## config.mk

```make
export PLATFORM = sky130hd
export DESIGN_NAME = axi_read_arbiter
export DESIGN_NICKNAME = d
export VERILOG_FILES = /design/src/rtl/axi_read_arbiter.sv
export SDC_FILE = /design/constraint.sdc
export NUM_CORES = 1
export LEC_CHECK = 0
export BUFFER_PORTS_ARGS = -buffer_cell sky130_fd_sc_hd__buf_2
export CORE_ASPECT_RATIO = 0.7
export CORE_MARGIN = 2
export CORE_UTILIZATION = 35
export DETAILED_ROUTE_END_ITERATION = 8
export GPL_TIMING_DRIVEN = 0
export PLACE_DENSITY = 0.75
export SYNTH_ARGS = -nofsm -noshare
export SYNTH_HDL_FRONTEND = slang
export SYNTH_SLANG_ARGS = --single-unit
export TNS_END_PERCENT = 30
```

## constraint.sdc

```tcl
create_clock -name clk -period 4.6 [get_ports clk]
set_input_delay 0.46 -clock clk [delete_from_list [all_inputs] [get_ports clk]]
set_output_delay 0.46 -clock clk [all_outputs]
set_load 0.02 [all_outputs]
```

## src/rtl/axi_read_arbiter.sv

```systemverilog
// axi_read_arbiter: two-master AXI read-address arbiter.
// Grants one master at a time onto the slave AR port, stamps ARID per
// master, and tracks outstanding bursts per master from R-channel last
// beats. A master stops being granted while its count is at the limit.
// Optional build macro AXI_RD_ARB_FIXED_PRIO_EN: m0 always wins a tie
// (default build: round-robin on ties).
module axi_read_arbiter #(
  parameter int         ADDR_WIDTH      = 32,
  parameter int         MAX_OUTSTANDING = 4,
  parameter logic [7:0] M0_ID           = 8'h01,
  parameter logic [7:0] M1_ID           = 8'h02
) (
  input  logic                  clk,
  input  logic                  rst,
  input  logic                  m0_ARVALID,
  output logic                  m0_ARREADY,
  input  logic [ADDR_WIDTH-1:0] m0_ARADDR,
  input  logic [7:0]            m0_ARLEN,
  input  logic [2:0]            m0_ARSIZE,
  input  logic [1:0]            m0_ARBURST,
  input  logic                  m1_ARVALID,
  output logic                  m1_ARREADY,
  input  logic [ADDR_WIDTH-1:0] m1_ARADDR,
  input  logic [7:0]            m1_ARLEN,
  input  logic [2:0]            m1_ARSIZE,
  input  logic [1:0]            m1_ARBURST,
  output logic                  s_ARVALID,
  input  logic                  s_ARREADY,
  output logic [7:0]            s_ARID,
  output logic [ADDR_WIDTH-1:0] s_ARADDR,
  output logic [7:0]            s_ARLEN,
  output logic [2:0]            s_ARSIZE,
  output logic [1:0]            s_ARBURST,
  input  logic [7:0]            rid,
  input  logic                  rvalid,
  input  logic                  rready,
  input  logic                  rlast,
  output logic                  m0_busy,
  output logic                  m1_busy
);

  typedef enum logic [1:0] {IDLE = 2'd0, GNT0 = 2'd1, GNT1 = 2'd2} state_t;

  localparam logic [3:0] MAX_CNT = 4'(MAX_OUTSTANDING);

  state_t     state_reg;
  logic       last_grant_reg;  // 0: m0 was granted last, 1: m1
  logic [3:0] cnt0_reg;
  logic [3:0] cnt1_reg;
  logic [3:0] cnt0_next;
  logic [3:0] cnt1_next;

  logic elig0, elig1;
  logic hs0, hs1;
  logic ret0, ret1;
  logic pick1;

  assign elig0 = m0_ARVALID && (cnt0_reg < MAX_CNT);
  assign elig1 = m1_ARVALID && (cnt1_reg < MAX_CNT);

  // AR handshake completes only while the owning master is granted
  assign hs0 = (state_reg == GNT0) && m0_ARVALID && s_ARREADY;
  assign hs1 = (state_reg == GNT1) && m1_ARVALID && s_ARREADY;

  // Last R beat retires one burst; a return against an empty counter is dropped
  assign ret0 = rvalid && rready && rlast && (rid == M0_ID) && (cnt0_reg != 4'd0);
  assign ret1 = rvalid && rready && rlast && (rid == M1_ID) && (cnt1_reg != 4'd0);

`ifdef AXI_RD_ARB_FIXED_PRIO_EN
  assign pick1 = elig1 && !elig0;
`else
  // On a tie, favour whichever master did not win last time
  assign pick1 = elig1 && (!elig0 || !last_grant_reg);
`endif

  // Outstanding counters: an issue and a retire in the same cycle cancel out
  always_comb begin
    cnt0_next = cnt0_reg;
    cnt1_next = cnt1_reg;
    if (hs0 && !ret0)
      cnt0_next = cnt0_reg + 4'd1;
    else if (!hs0 && ret0)
      cnt0_next = cnt0_reg - 4'd1;
    if (hs1 && !ret1)
      cnt1_next = cnt1_reg + 4'd1;
    else if (!hs1 && ret1)
      cnt1_next = cnt1_reg - 4'd1;
  end

  // Grant FSM, round-robin history and counter state
  always_ff @(posedge clk or posedge rst) begin
    if (rst) begin
      state_reg      <= IDLE;
      last_grant_reg <= 1'b1;
      cnt0_reg       <= 4'd0;
      cnt1_reg       <= 4'd0;
    end else begin
      cnt0_reg <= cnt0_next;
      cnt1_reg <= cnt1_next;
      case (state_reg)
        IDLE: begin
          if (elig0 || elig1)
            state_reg <= pick1 ? GNT1 : GNT0;
        end
        GNT0: begin
          if (hs0) begin
            state_reg      <= IDLE;
            last_grant_reg <= 1'b0;
          end else if (!m0_ARVALID) begin
            state_reg <= IDLE;
          end
        end
        GNT1: begin
          if (hs1) begin
            state_reg      <= IDLE;
            last_grant_reg <= 1'b1;
          end else if (!m1_ARVALID) begin
            state_reg <= IDLE;
          end
        end
        default: state_reg <= IDLE;
      endcase
    end
  end

  // Slave AR port and master ready follow the granted master combinationally
  always_comb begin
    s_ARVALID  = 1'b0;
    s_ARID     = 8'h00;
    s_ARADDR   = '0;
    s_ARLEN    = 8'h00;
    s_ARSIZE   = 3'd0;
    s_ARBURST  = 2'd0;
    m0_ARREADY = 1'b0;
    m1_ARREADY = 1'b0;
    case (state_reg)
      GNT0: begin
        s_ARVALID  = m0_ARVALID;
        s_ARID     = M0_ID;
        s_ARADDR   = m0_ARADDR;
        s_ARLEN    = m0_ARLEN;
        s_ARSIZE   = m0_ARSIZE;
        s_ARBURST  = m0_ARBURST;
        m0_ARREADY = s_ARREADY;
      end
      GNT1: begin
        s_ARVALID  = m1_ARVALID;
        s_ARID     = M1_ID;
        s_ARADDR   = m1_ARADDR;
        s_ARLEN    = m1_ARLEN;
        s_ARSIZE   = m1_ARSIZE;
        s_ARBURST  = m1_ARBURST;
        m1_ARREADY = s_ARREADY;
      end
      default: ;
    endcase
  end

  assign m0_busy = (cnt0_reg == MAX_CNT);
  assign m1_busy = (cnt1_reg == MAX_CNT);

endmodule

```

# Word level (Yosys, flattened, before mapping)
# Index checks and enable logic that the tools add are counted.
# word_totals
register_bits,11
latchBits,0
ram_bits,0
mem_bits_ro,0
inputBits,106
memories,0
# op_classes
addsub,4
mul,0
div_mod_pow,0
magnitude_cmp,2
eq_ne,11
shifts,0
n_mux,22
bitwise,0
n_reduce_logical,33
# ops
cell,count
32-bit case mux with 2 select lines,1
1-bit logical AND,17
4-bit 2-to-1 mux,4
8-bit case mux with 2 select lines,1
2-bit 2-to-1 mux,6
4-bit by 1-bit adder with 4-bit output (second input constant),2
4-bit by 3-bit equality test with 1-bit output (second input constant),2
8-bit by 1-bit equality test with 1-bit output (second input constant),1
8-bit by 2-bit equality test with 1-bit output (second input constant),1
4-bit by 3-bit less-than comparator with 1-bit output (second input constant),2
2-bit case mux with 2 select lines,2
4-bit nonzero test,2
4-bit by 1-bit subtractor with 4-bit output (second input constant),2
1-bit logical NOT,6
2-bit inequality test (second input constant),3
3-bit inequality test (second input constant),2
2-bit case mux with 3 select lines,1
3-bit case mux with 2 select lines,1
3-bit AND reduction,2
2-bit nonzero test,3
1-bit 2-to-1 mux,4
1-bit case mux with 2 select lines,2
2-bit by 1-bit equality test with 1-bit output (second input constant),1
2-bit equality test (second input constant),1
other kinds (2),3

# Depth between registers and ports, before layout
# logic_depth
depth_word,8
depth_mapped,11

# Least setup slack after synthesis
# OpenSTA, ideal clock, no wires.
# synth_timing
path_type,input to register
from,in rid[3]
to,reg cnt1_reg[3]
setup_time_ps,137
arrival_time_ps,2606
t_required_ps,4463
setup_slack_ps,1856
cell_stages,9
cell_sequence,or4_4 nor4_4 nand4b_1 ha_1 inv_1 ha_1 or4_1 nand3_1 o221ai_1
# synth_between
elab_chain_cells,6
elab_cells_between_ends,8
cone_classes,1 x eq/ne; 1 x mux; 6 x reduce/logical
# synth_lines
element,line,text
from (decl),34,"input logic [7:0] rid,"
8-bit by 2-bit equality test with 1-bit output *,67,assign ret1 = rvalid && rready && rlast && (rid == M1_ID) && (cnt1_reg != 4'd0);
1-bit logical AND * (2 in a row),67,
1-bit logical NOT,84,if (hs1 && !ret1)
1-bit logical AND,84,
4-bit 2-to-1 mux / 2-bit nonzero test (equally long branches),--,
to (signal assigned),99,cnt1_reg <= cnt1_next;
to (decl),49,logic [3:0] cnt1_reg;
# Every way passes the cells marked *; elsewhere a longest branch is shown, timed or not.
# A chain may end at the register's enable or synchronous reset.

# Worst setup path after layout
# layout_timing
from,reg state_reg[1]
to,reg cnt0_reg[3]
# layout_between
elab_chain_cells,6
elab_cells_between_ends,8
cone_classes,1 x eq/ne; 1 x mux; 6 x reduce/logical
# layout_lines
element,line,text
from (decl),46,state_t state_reg;
from (signal assigned),103,state_reg <= pick1 ? GNT1 : GNT0;
2-bit by 1-bit equality test with 1-bit output *,62,assign hs0 = (state_reg == GNT0) && m0_ARVALID && s_ARREADY;
1-bit logical AND * (2 in a row),62,
1-bit logical NOT,82,else if (!hs0 && ret0)
1-bit logical AND,82,
2-bit nonzero test (no line),--,
to (signal assigned),98,cnt0_reg <= cnt0_next;
to (decl),48,logic [3:0] cnt0_reg;
# Marked as above.

==> results.py <==
metrics = {
    "clocking": {
        "clkSlewWorstSetupHoldPaths_ps": 50,
        "cts_max_level": 1,
        "cts_tree": "built",
        "insertion_delay_ps": 230,
        "cts_root_buffer": "clkbuf_8",
        "cts_num_sinks": 11,
        "cts_inserted_buffers": 3,
        "clockBufferDepth": 2,
        "post-cts-setup-buffer-count": 0,
        "cts_hold_buf": 0,
        "ctsResizeCount": 0,
    },
    "setup_path": {
        "cp_max_fo": 10,
        "crit_required_ps": 4700,
        "cp.arrival_ps": 3140,
        "worstSetupEndpointType": "flop",
        "crit_type": "reg2reg",
        "start_kind": "flop",
    },
    "die": {
        "dieArea_mm2": 0.005365,
        "io_pins": 164,
        "die_h_um": 61.89,
        "die_w_um": 86.70,
        "core_mm2": 0.004703,
        "row_count": 21,
        "initial_core_util_pct": 35.62,
    },
    "global_routing": {
        "antenna_found_initial": 0,
        "grt_max_degree": 12,
        "grt_use_total_pct": 18.94,
        "grt_remaining_overflow": 0,
        "grt_pass1_vias": 1760,
        "grt_pass1_wl_um": 8114,
    },
    "synth": {
        "syn_avg_cell_area_um2": 8.172,
        "synthCells": 205,
        "async_reset_ff_share_pct": 100.0,
        "synth-edff-count": 0,
        "synth_compound_area_share_pct": 28.53,
        "synthTopCellsByArea": "a22oi_1 21%, nor2b_1 17%, dfrtp_1 15%",
        "yosysSeqAreaShare_pct": 16.50,
        "yosysTopAreaCell": "a22oi_1",
        "synth_top_family_by_area": "simple AND/OR/NAND/NOR gates",
        "synth_top_area_share_pct": 20.61,
        "ys_warn_count": 0,
        "synthAdderAreaFrac_pct": 10.60,
        "synthMuxAreaShare_pct": 2.539,
        "ys_seq_elements": 11,
        "synth_xor_area_share_pct": 2.091,
        "ys_types": 36,
        "synth_flop_cell": "dfrtp_1",
        "synth_area_mm2": 0.001675,
        "yosys.area_share.simple_pct": 31.07,
    },
    "job": {
        "drv_cap": 0,
    },
    "power": {
        "switchingPower_mw": 0.6439,
        "ir_drop_mv": 0.2163,
        "leakage_nw": 1.319,
        "powerDensity_mw_per_mm2": 489.3,
        "power_frac_seq_pct": 16.5,
        "clockPowerShare_pct": 7.5,
        "swShare_pct": 50.69,
        "combPwrFrac_pct": 76.0,
        "intPower_mw": 0.6264,
    },
    "sta": {
        "final-hold-violation-count": 0,
        "finalClockSkew_ps": 0.3731,
        "rsz0062_at_grt": "no",
        "setup_viol": 0,
        "fmax_mhz": 328.5,
        "setup_tns_ps": 0,
        "period_share_pct": 66.17,
        "fin_crit_ps": 3044,
        "maxSlewViolCount": 0,
    },
    "cells_and_area": {
        "mostFrequentLayoutCells": "165 x buf_2, 46 x a22oi_1, 46 x nor2b_1, 11 x ha_1, 10 x dfrtp_1",
        "final_common_cell": "buf_2",
        "finalNetCount": 491,
        "final_util_pct": 55.20,
        "syn_to_final_growth_pct": 54.97,
        "antennaDiodeCount": 0,
        "drive_above_1_share_pct": 48.25,
    },
    "route": {
        "ant_nets": 0,
        "routed_wl_um": 5618,
        "wl_per_cell_um": 13.13,
        "drt_iter0_drc": 95,
        "drtPass1Iterations": 5,
        "num_vias": 2141,
        "drc": 0,
        "routed_via_density": 5.002,
    },
    "outcome": {
        "outcome": "complete, no violations",
    },
    "hold_path": {
        "worstHoldPathType": "in2async",
    },
    "placement": {
        "port_buffers": 157,
        "gp_congestion": 0.8027,
        "dp_hpwl_um": 4658,
    },
}
## power groups by stage
stage	combinational (mW)	sequential (mW)	clock, mW
6_report	0.966	0.210	0.0947
5_1_grt	1.07	0.221	0.103
4_1_cts	0.970	0.210	0.0968
3_5_place_dp	0.964	0.210	0
3_3_place_gp	0.948	0.207	0
2_1_floorplan	0.699	0.192	0
## layer usage
| metal | part of all wire [%] | GRT usage, % | vias to the layer above | routed length, um |
|---|---|---|---|---|
| met1 | 46 | 26.37 | 964 | 2577 |
| met4 | 0.21 | 1.786 | 0 | 12 |
| li1 | - | - | 1086 | - |
| met5 | 0 | 0 | - | 0 |
| met2 | 47 | 31.87 | 89 | 2640 |
| met3 | 6.9 | 4.095 | 2 | 387 |
## path summary, 6_finish.rpt
check	end	cells after the start	startpoint	slack (ps)
max	cnt0_reg[3]	11	state_reg[1]	1560
min	cnt1_reg[0]	2	rst	210
max reg2reg	cnt0_reg[3]	11	state_reg[1]	1560
min reg2reg	last_grant_reg	1	last_grant_reg	520
max in group asynchronous	last_grant_reg	2	rst	4070
min in group clk	last_grant_reg	1	last_grant_reg	520
## kinds of logic (layout without fill, tap and decap cells)
logic type      after synthesis  count (layout)
simple gates                 78              78
compound gates               65              65
buf+inv                      29             190
fa+ha+maj                    13              13
flops                        11              11
xor+xnor                      4               4
mux                           4               4
other cells                   1               6
## Yosys cell counts (3+ instances only)
library cell	instances
a22oi_1	46
nor2b_1	46
ha_1	11
dfrtp_1	10
buf_2	8
clkbuf_1	8
buf_4	6
inv_1	6
or3_1	6
nand3b_1	4
o21ai_0	4
or4_1	4
xnor2_1	4
a21o_1	3
nand2_1	3
nand3_1	3
o22ai_1	3
## worst max-delay path, stage by stage, from the launching register on
cell	delay [ps]
dfrtp_1	390
inv_1	140
ha_1	220
buf_2	240
buf_2	270
and3_1	190
ha_1	260
inv_1	130
ha_1	370
or4_1	480
nand3_1	100
o221ai_1	120
## metrics by stage
step / area (um2) / hold WS, ps / worst slack [ps] / power [mW] / cells
floorplan: 1694 / 311.7 / 1856 / 0.8915 / 210
global placement: 2551 / 472.5 / 1556 / 1.155 / 424
detailed placement: 2551 / 467.5 / 1537 / 1.174 / 424
CTS: 2596 / 217.5 / 1539 / 1.277 / 428
global route: 2596 / 231.1 / 1293 / 1.396 / 428
finish: 2596 / 207.7 / 1556 / 1.270 / 428
## layout make-up
type	count	area (um2)
Multi-Input combinational cell	170	1276
Buffer	23	118.9
Clock buffer	4	45.04
Inverter	6	22.52
Tap cell	57	71.32
Timing Repair Buffer	157	785.8
Fill cell	474	2107
Sequential cell	11	276.5
Power figures use the tool's default switching activity.
